### config.mk
export PLATFORM = sky130hd
export DESIGN_NAME = adder_ring_freq_meter
export DESIGN_NICKNAME = d
export VERILOG_FILES = /design/src/rtl/adder_ring_freq_meter_pkg.sv /design/src/rtl/adder_ring_freq_meter_sync.sv /design/src/rtl/adder_ring_freq_meter.sv
export SDC_FILE = /design/constraint.sdc
export NUM_CORES = 1
export LEC_CHECK = 0
export CORE_MARGIN = 2
export CORE_UTILIZATION = 44
export DETAILED_ROUTE_END_ITERATION = 10
export HOLD_SLACK_MARGIN = 0.03
export PLACE_DENSITY = 0.65
export SLEW_MARGIN = 20
export SYNTH_ARGS = -nofsm -noshare
export SYNTH_HDL_FRONTEND = slang
export SYNTH_HIERARCHICAL = 1
export SYNTH_SLANG_ARGS = --single-unit
### constraint.sdc
create_clock -name wb_clk_i -period 10.6 [get_ports wb_clk_i]
set_clock_uncertainty 0.2 [all_clocks]
set_input_delay 2.12 -clock wb_clk_i [delete_from_list [all_inputs] [get_ports wb_clk_i]]
set_output_delay 2.12 -clock wb_clk_i [all_outputs]
set_load 0.05 [all_outputs]
### src/rtl/adder_ring_freq_meter_pkg.sv
// Shared FSM state encoding and default synchroniser depth for the ring frequency meter.
package adder_meter_pkg;

  typedef enum logic [1:0] {
    ST_IDLE    = 2'd0,
    ST_ARM     = 2'd1,
    ST_MEASURE = 2'd2,
    ST_DONE    = 2'd3
  } meter_state_e;

  localparam int SYNC_STAGES_DEF = 2;

endpackage

### src/rtl/adder_ring_freq_meter_sync.sv
// ring_sync_edge: brings the asynchronous ring output into the wb_clk_i domain and flags
// rising edges of the synchronised level.
module ring_sync_edge #(
  parameter int SYNC_STAGES = 2
) (
  input  logic i_clk,
  input  logic i_rst,
  input  logic i_ring,
  output logic o_sync,
  output logic o_edge
);

  logic [SYNC_STAGES-1:0] r_sync;
  logic                   r_prev;

  // Synchroniser chain plus one-cycle-delayed copy for edge detection
  always_ff @(posedge i_clk or posedge i_rst) begin
    if (i_rst) begin
      r_sync <= {SYNC_STAGES{1'b0}};
      r_prev <= 1'b0;
    end else begin
      r_sync <= {r_sync[SYNC_STAGES-2:0], i_ring};
      r_prev <= r_sync[SYNC_STAGES-1];
    end
  end

  assign o_sync = r_sync[SYNC_STAGES-1];
  assign o_edge = r_sync[SYNC_STAGES-1] & ~r_prev;

endmodule

### src/rtl/adder_ring_freq_meter.sv
// Ring oscillator frequency meter: counts ring edges over a window of clocks.
// Build option FREQ_METER_SATURATE_EN: counter saturates instead of wrapping.
module adder_ring_freq_meter
  import adder_meter_pkg::*;
#(
  parameter int CNT_W       = 32,
  parameter int WIN_W       = 32,
  parameter int SYNC_STAGES = SYNC_STAGES_DEF
) (
  input  logic             wb_clk_i,
  input  logic             wb_rst_i,
  input  logic             start,
  input  logic             abort,
  input  logic [WIN_W-1:0] window_cycles,
  input  logic             ring_in,
  output logic             ring_en,
  output logic             busy,
  output logic             done,
  output logic [CNT_W-1:0] edge_count,
  output logic             overflow
);

  localparam int ARM_W = $clog2(SYNC_STAGES + 1);

  meter_state_e     r_state;
  logic [WIN_W-1:0] r_win_cnt;
  logic [ARM_W-1:0] r_arm_cnt;
  logic [CNT_W-1:0] r_cnt;
  logic             r_ovf;

  logic             w_sync;
  logic             w_edge;
  logic             w_cnt_en;
  logic [CNT_W-1:0] w_cnt_next;
  logic             w_ovf_next;

  ring_sync_edge #(
    .SYNC_STAGES(SYNC_STAGES)
  ) u_sync (
    .i_clk  (wb_clk_i),
    .i_rst  (wb_rst_i),
    .i_ring (ring_in),
    .o_sync (w_sync),
    .o_edge (w_edge)
  );

  assign w_cnt_en = w_edge & w_sync & (r_state == ST_MEASURE);

  // Next edge-counter value; overflow is sticky once a carry out of the top bit is seen
  always_comb begin
    w_cnt_next = r_cnt;
    w_ovf_next = r_ovf;
    if (w_cnt_en) begin
      if (&r_cnt) begin
`ifdef FREQ_METER_SATURATE_EN
        w_cnt_next = r_cnt;
`else
        w_cnt_next = {CNT_W{1'b0}};
`endif
        w_ovf_next = 1'b1;
      end else begin
        w_cnt_next = r_cnt + {{(CNT_W-1){1'b0}}, 1'b1};
        w_ovf_next = r_ovf;
      end
    end else begin
      w_cnt_next = r_cnt;
      w_ovf_next = r_ovf;
    end
  end

  // Measurement FSM with window down-counter and registered outputs
  always_ff @(posedge wb_clk_i or posedge wb_rst_i) begin
    if (wb_rst_i) begin
      r_state    <= ST_IDLE;
      r_win_cnt  <= {WIN_W{1'b0}};
      r_arm_cnt  <= {ARM_W{1'b0}};
      r_cnt      <= {CNT_W{1'b0}};
      r_ovf      <= 1'b0;
      ring_en    <= 1'b0;
      busy       <= 1'b0;
      done       <= 1'b0;
      edge_count <= {CNT_W{1'b0}};
      overflow   <= 1'b0;
    end else begin
      done <= 1'b0;
      case (r_state)
        ST_IDLE: begin
          if (start && !abort) begin
            if (window_cycles != {WIN_W{1'b0}}) begin
              r_win_cnt <= window_cycles;
              r_arm_cnt <= {ARM_W{1'b0}};
              r_cnt     <= {CNT_W{1'b0}};
              r_ovf     <= 1'b0;
              ring_en   <= 1'b1;
              busy      <= 1'b1;
              r_state   <= ST_ARM;
            end else begin
              // Zero-length window completes immediately without running the ring
              edge_count <= {CNT_W{1'b0}};
              overflow   <= 1'b0;
              done       <= 1'b1;
              r_state    <= ST_DONE;
            end
          end
        end
        ST_ARM: begin
          if (abort) begin
            ring_en <= 1'b0;
            busy    <= 1'b0;
            r_state <= ST_IDLE;
          end else if (r_arm_cnt == ARM_W'(SYNC_STAGES - 1)) begin
            r_state <= ST_MEASURE;
          end else begin
            r_arm_cnt <= r_arm_cnt + {{(ARM_W-1){1'b0}}, 1'b1};
          end
        end
        ST_MEASURE: begin
          if (abort) begin
            ring_en <= 1'b0;
            busy    <= 1'b0;
            r_state <= ST_IDLE;
          end else begin
            r_cnt <= w_cnt_next;
            r_ovf <= w_ovf_next;
            if (r_win_cnt == WIN_W'(1)) begin
              // Last window cycle: its edge is included in the published result
              ring_en    <= 1'b0;
              busy       <= 1'b0;
              edge_count <= w_cnt_next;
              overflow   <= w_ovf_next;
              done       <= 1'b1;
              r_state    <= ST_DONE;
            end else begin
              r_win_cnt <= r_win_cnt - WIN_W'(1);
            end
          end
        end
        ST_DONE: begin
          r_state <= ST_IDLE;
        end
        default: begin
          ring_en <= 1'b0;
          busy    <= 1'b0;
          r_state <= ST_IDLE;
        end
      endcase
    end
  end

endmodule

After elaboration in Yosys (flattened, before gate mapping)
Cells that the tools add are included.
Widths: inputs -> output; s select.

storage, ports and cells
  logic and storage cells = 98
  bits in registers = 107
  output and inout port bits = 36
  bits of input ports = 37

operators by class
  reductions and logical operators = 14
  bitwise logic cells = 4
  add/subtract/negate cells = 3
  equality and inequality tests = 16
  mux-type cells = 50

operators by type and width
  operator               number
  $mux 32                13
  $pmux 32 s2            3
  $add 32x1->32 const B  1
  $eq 32x1->1 const B    1
  $reduce_and 32->1      1
  $reduce_bool 32->1     1
  $sub 32x1->32 const B  1
  $mux 2                 10
  $reduce_and 5->1       4
  $mux 1                 18
  $ne 2x2->1 const B     8
  $pmux 2 s4             1
  $pmux 1 s2             3
  $eq 2x1->1 const B     2
  $eq 2x2->1 const B     2
  $pmux 2 s2             1
  $reduce_and 4->1       1
  $reduce_bool 2->1      2
  $and 1x1->1            3
  $ne 3x2->1 const B     1
  $ne 3x3->1 const B     1
  $pmux 1 s3             1
  $reduce_and 3->1       1
  $reduce_bool 3->1      1
  6 further kinds        6

Longest topological paths before layout
  depth after elaboration = 8
  mapped depth = 10
  depth with buffers taken out = 8

Hierarchy
The synthesis kept the hierarchy.

by module, submodules not included
  module                 cells each  area an instance (um^2)  sequential area each (um^2)  instances
  adder_ring_freq_meter  712         6288.5                   2602.5                       1
  ring_sync_edge         5           92.6                     75.1                         1

Least setup slack after synthesis
OpenSTA, ideal clock, no wires.

  path type = in2reg
  start point = input window_cycles[27]
  end point = register r_win_cnt[3]
  data arrival time = 4.125 ns
  path slack = 6.138 ns
  data required time = 10.263 ns
  buffers on the path = 3
  library setup time = 0.137 ns
  stages on the path = 9
  path through = nor4_1 -> nand2_1 -> or4_1 -> clkbuf_1 -> a31oi_1 -> clkbuf_1 -> clkbuf_1 -> nor2_1 -> a2bb2oi_1

on the way
  longest elaborated chain between the ends = 3

RTL lines
  element                     RTL line                      text
  from (decl)                 adder_ring_freq_meter.sv:14   input logic [WIN_W-1:0] window_cycles,
  $reduce_bool 32->1          adder_ring_freq_meter.sv:89   if (window_cycles != {WIN_W{1'b0}}) begin
  $ne 2x2->1 (no line)        -
  $reduce_and 5->1 (no line)  -
  to (signal assigned)        adder_ring_freq_meter.sv:75   r_win_cnt <= {WIN_W{1'b0}};
  to (signal assigned)        adder_ring_freq_meter.sv:90   r_win_cnt <= window_cycles;
  to (signal assigned)        adder_ring_freq_meter.sv:134  r_win_cnt <= r_win_cnt - WIN_W'(1);
  to (decl)                   adder_ring_freq_meter.sv:26   logic [WIN_W-1:0] r_win_cnt;

Every way passes these cells.
A chain may end at the register's enable or synchronous reset.

Worst setup path in the final report
  start point = input window_cycles[0]
  end point = register r_cnt[28]

on the way
  longest elaborated chain between the ends = 3

RTL lines
  element                     RTL line                      text
  $reduce_bool 32->1          adder_ring_freq_meter.sv:89
  $ne 2x2->1 (no line)        -
  $reduce_and 4->1 (no line)  -
  to (signal assigned)        adder_ring_freq_meter.sv:77   r_cnt <= {CNT_W{1'b0}};
  to (signal assigned)        adder_ring_freq_meter.sv:92   r_cnt <= {CNT_W{1'b0}};
  to (signal assigned)        adder_ring_freq_meter.sv:123  r_cnt <= w_cnt_next;
  to (decl)                   adder_ring_freq_meter.sv:28   logic [CNT_W-1:0] r_cnt;

Every way passes these cells.

==> results_dict.tcl <==
set metrics [dict create \
    r2r_start "r_state[0]" \
    power.density_mw_per_mm2 244.5 \
    start_util 0.4441 \
    clk_path_buf_depth 2 \
    drc 0 \
    n_antenna_cell 0 \
    synthMostInstantiatedCell "dfrtp_1" \
    p_leak_nw 2.849 \
    clock_sinks 107 \
    synth_edf_count 0 \
    timing.hold.ws_ps 165.4 \
    synthTopCellsByArea "dfrtp_1 42%, o21ai_0 5.6%, o31ai_1 4.8%" \
    final_nets 799 \
    wl_mm 17.18 \
    gp_congestion 0.9123 \
    root_buffer "clkbuf_16" \
    setup-violations-final 0 \
    rsz0062_at_grt "no" \
    grt_antenna_before_repair 0 \
    critical_path_required_ps 10640 \
    io_pins 73 \
    synth_warnings 6 \
    tightest_slew_ps 962.5 \
    cts_tree "built" \
    grtUsageTotal 0.2176 \
    clk_pin_slew_ps 80 \
    first_pass_iters 5 \
    dieArea_sq_mm 0.01548 \
    max_stage_delay_ps 840 \
    yosysUniqueCellTypes 71 \
    worstPathArrival_ps 5550 \
    fin_util 0.5206 \
    ys_seq_area_frac 0.4196 \
    synth_top_cells_by_count "107 x dfrtp_1, 71 x o21ai_0, 57 x nand2_1" \
    rows 44 \
    numPortBuffers 72 \
    status "completed" \
    hold_path.startpoint "u_sync/r_sync[0]" \
    wire_per_inst_um 18.23 \
    cp-startpoint "window_cycles[0]" \
    cts_setup_buffers 0 \
    finalHoldViolations 0 \
    synth_area_per_cell_sq_um 8.900 \
    grt_pass1_vias 5564 \
    pre_cts_ws_ps 4665 \
    syn2layout_area_growth_pct 17.22 \
    slowest_stage "a31oi_4" \
    cp_top_family "simple AND/OR/NAND/NOR gates" \
    dr.first_iter.drc_count 624 \
    tns_ps 0 \
    grt_max_degree 86 \
    dpl.hpwl_mm 11.60 \
    via_count 5911 \
    fin_crit_sh 0.5200 \
    ir_worst_vdd_v 0.0001278 \
    die-width_um 124.4 \
    setup_ws_ps 5088 \
    yosys_register_bits 107 \
    grt-ovfl-total 0 \
    drtAntennaViolNets 0 \
    period_minus_slack_ps 5512 \
    crit_path_cell_trace "clkdlybuf4s50_1 > nor4_1 > nand2_1 > or4_1 > a31oi_4 > buf_4 > nor2_1 > a221o_1" \
    totalPowerFinal_mw 1.829 \
    cp-start-kind "primary input" \
    cts_resized 0 \
    ctsHoldBuffers 0 \
    viasPerCell 6.275 \
    drive_gt1_frac 0.05805 \
    synth.cell_area_sq_mm 0.006381 \
    critPathCaptureType "flop" \
    crit_type "in -> reg" \
    crit_buf_inv 2 \
    path_max_fanout 34 \
    clock_latency_ps 360 \
    core_sq_mm 0.01437 \
    worstHoldPathType "reg -> reg" \
    htree_num_levels 3 \
    synth_top_area_frac 0.4196 \
    drv_cap 0 \
    async_flop_share 1.000 \
    slew_headroom 0.3524 \
    synth_cells 717 \
    ys.flop_type "dfrtp_1" \
    fmax_ghz 0.1814 \
    grt_pass1_wl_mm 27.92 \
    syn_nets 763 \
    slew_violations 0 \
    yosys.area.top_type "dfrtp_1" \
    die_y_um 124.4 \
    cts_buffers 9 \
]
-- through the flow --
stage / area (sq um) / instances
after floorplan: 6381 / 717
after global placement: 7171 / 926
after detailed placement: 7171 / 926
after CTS: 7475 / 942
after global routing: 7480 / 942
final: 7480 / 942
-- cells in the final DEF, fill, tap and decap left out, types with 4 or more instances in the layout --
cell	n
xor2_1	15
dfrtp_1	107
and2_1	4
inv_1	15
o21ai_0	71
buf_4	7
nor2_1	47
a21oi_1	53
a2bb2oi_1	10
o31ai_1	41
o41ai_1	6
and3_1	13
and4_1	11
or4_1	11
clkdlybuf4s50_1	72
nor3_1	10
nor4_1	15
o22ai_1	9
a31oi_1	13
o21ai_1	9
o211ai_1	5
or3_1	8
nand3_1	19
ha_1	8
nand4_1	16
nor2b_1	6
clkbuf_16	9
nand2_1	57
xnor2_1	12
or2_2	4
-- metal layers --
| metal | part of all wire | routed length [um] | track usage | vias to the layer above |
|---|---|---|---|---|
| li1 | - | - | - | 2785 |
| met1 | 0.45 | 7692 | 0.2910 | 2888 |
| met2 | 0.48 | 8186 | 0.3552 | 200 |
| met3 | 0.053 | 907 | 0.03265 | 38 |
| met4 | 0.023 | 389 | 0.08857 | 0 |
| met5 | 0 | 0 | 0 | - |
-- worst reg2reg max path: stages, from the launching register on --
cell and delay [ps]:
dfrtp_1 420, inv_1 120, ha_2 170, buf_4 630, inv_1 90, buf_4 290, nor3_1 600, a31o_2 830
nand2_1 320, a22oi_1 260
-- power breakdown --
group,switching (mW),internal [mW],leakage [nW]
combinational,0.539,0.288,1.33
sequential,0.117,0.533,1.37
clock,0.160,0.191,0.150
total,0.817,1.01,2.85
-- area by class of cell --
cell class	instances	area [sq um]
fill	1331	6889
multi-input combinational	540	3432
sequential	107	2678
timing repair buffer	79	773.2
clock buffer	11	242.7
tap	184	230.2
inverter	16	62.56
clock inverter	5	61.31
-- final timing paths --
check	cells after the start	to	slack (ps)
setup / recovery	8	r_cnt[28]	5090
hold / removal	0	u_sync/r_sync[1]	170
setup reg to reg	9	r_win_cnt[1]	6580
hold reg to reg	0	u_sync/r_sync[1]	170
max in group asynchronous	3	r_cnt[30]	6930
min in group asynchronous	2	u_sync/r_sync[0]	1810
-- registers in the layout, summed over array words and instances (netlist names) --
name and flops:
u_sync/r_prev 1, edge_count 32, r_arm_cnt 2, r_cnt 32, busy 1, done 1, u_sync/r_sync 2, r_win_cnt 32
r_ovf 1, overflow 1, r_state 2
-- kinds of logic (layout without fill, tap and decap cells) --
family,after synthesis,in the layout,share of synthesized area
AND/OR/NAND/NOR,237,237,0.2049
adder cells (fa/ha/maj),9,9,0.01765
flip-flops,107,107,0.4196
AO/OA/AOI/OAI,259,259,0.2592
multiplexers,8,8,0.01431
XOR/XNOR,27,27,0.03706
buffers and inverters,70,111,0.04726
No activity file was read; power rests on OpenSTA's default activity.
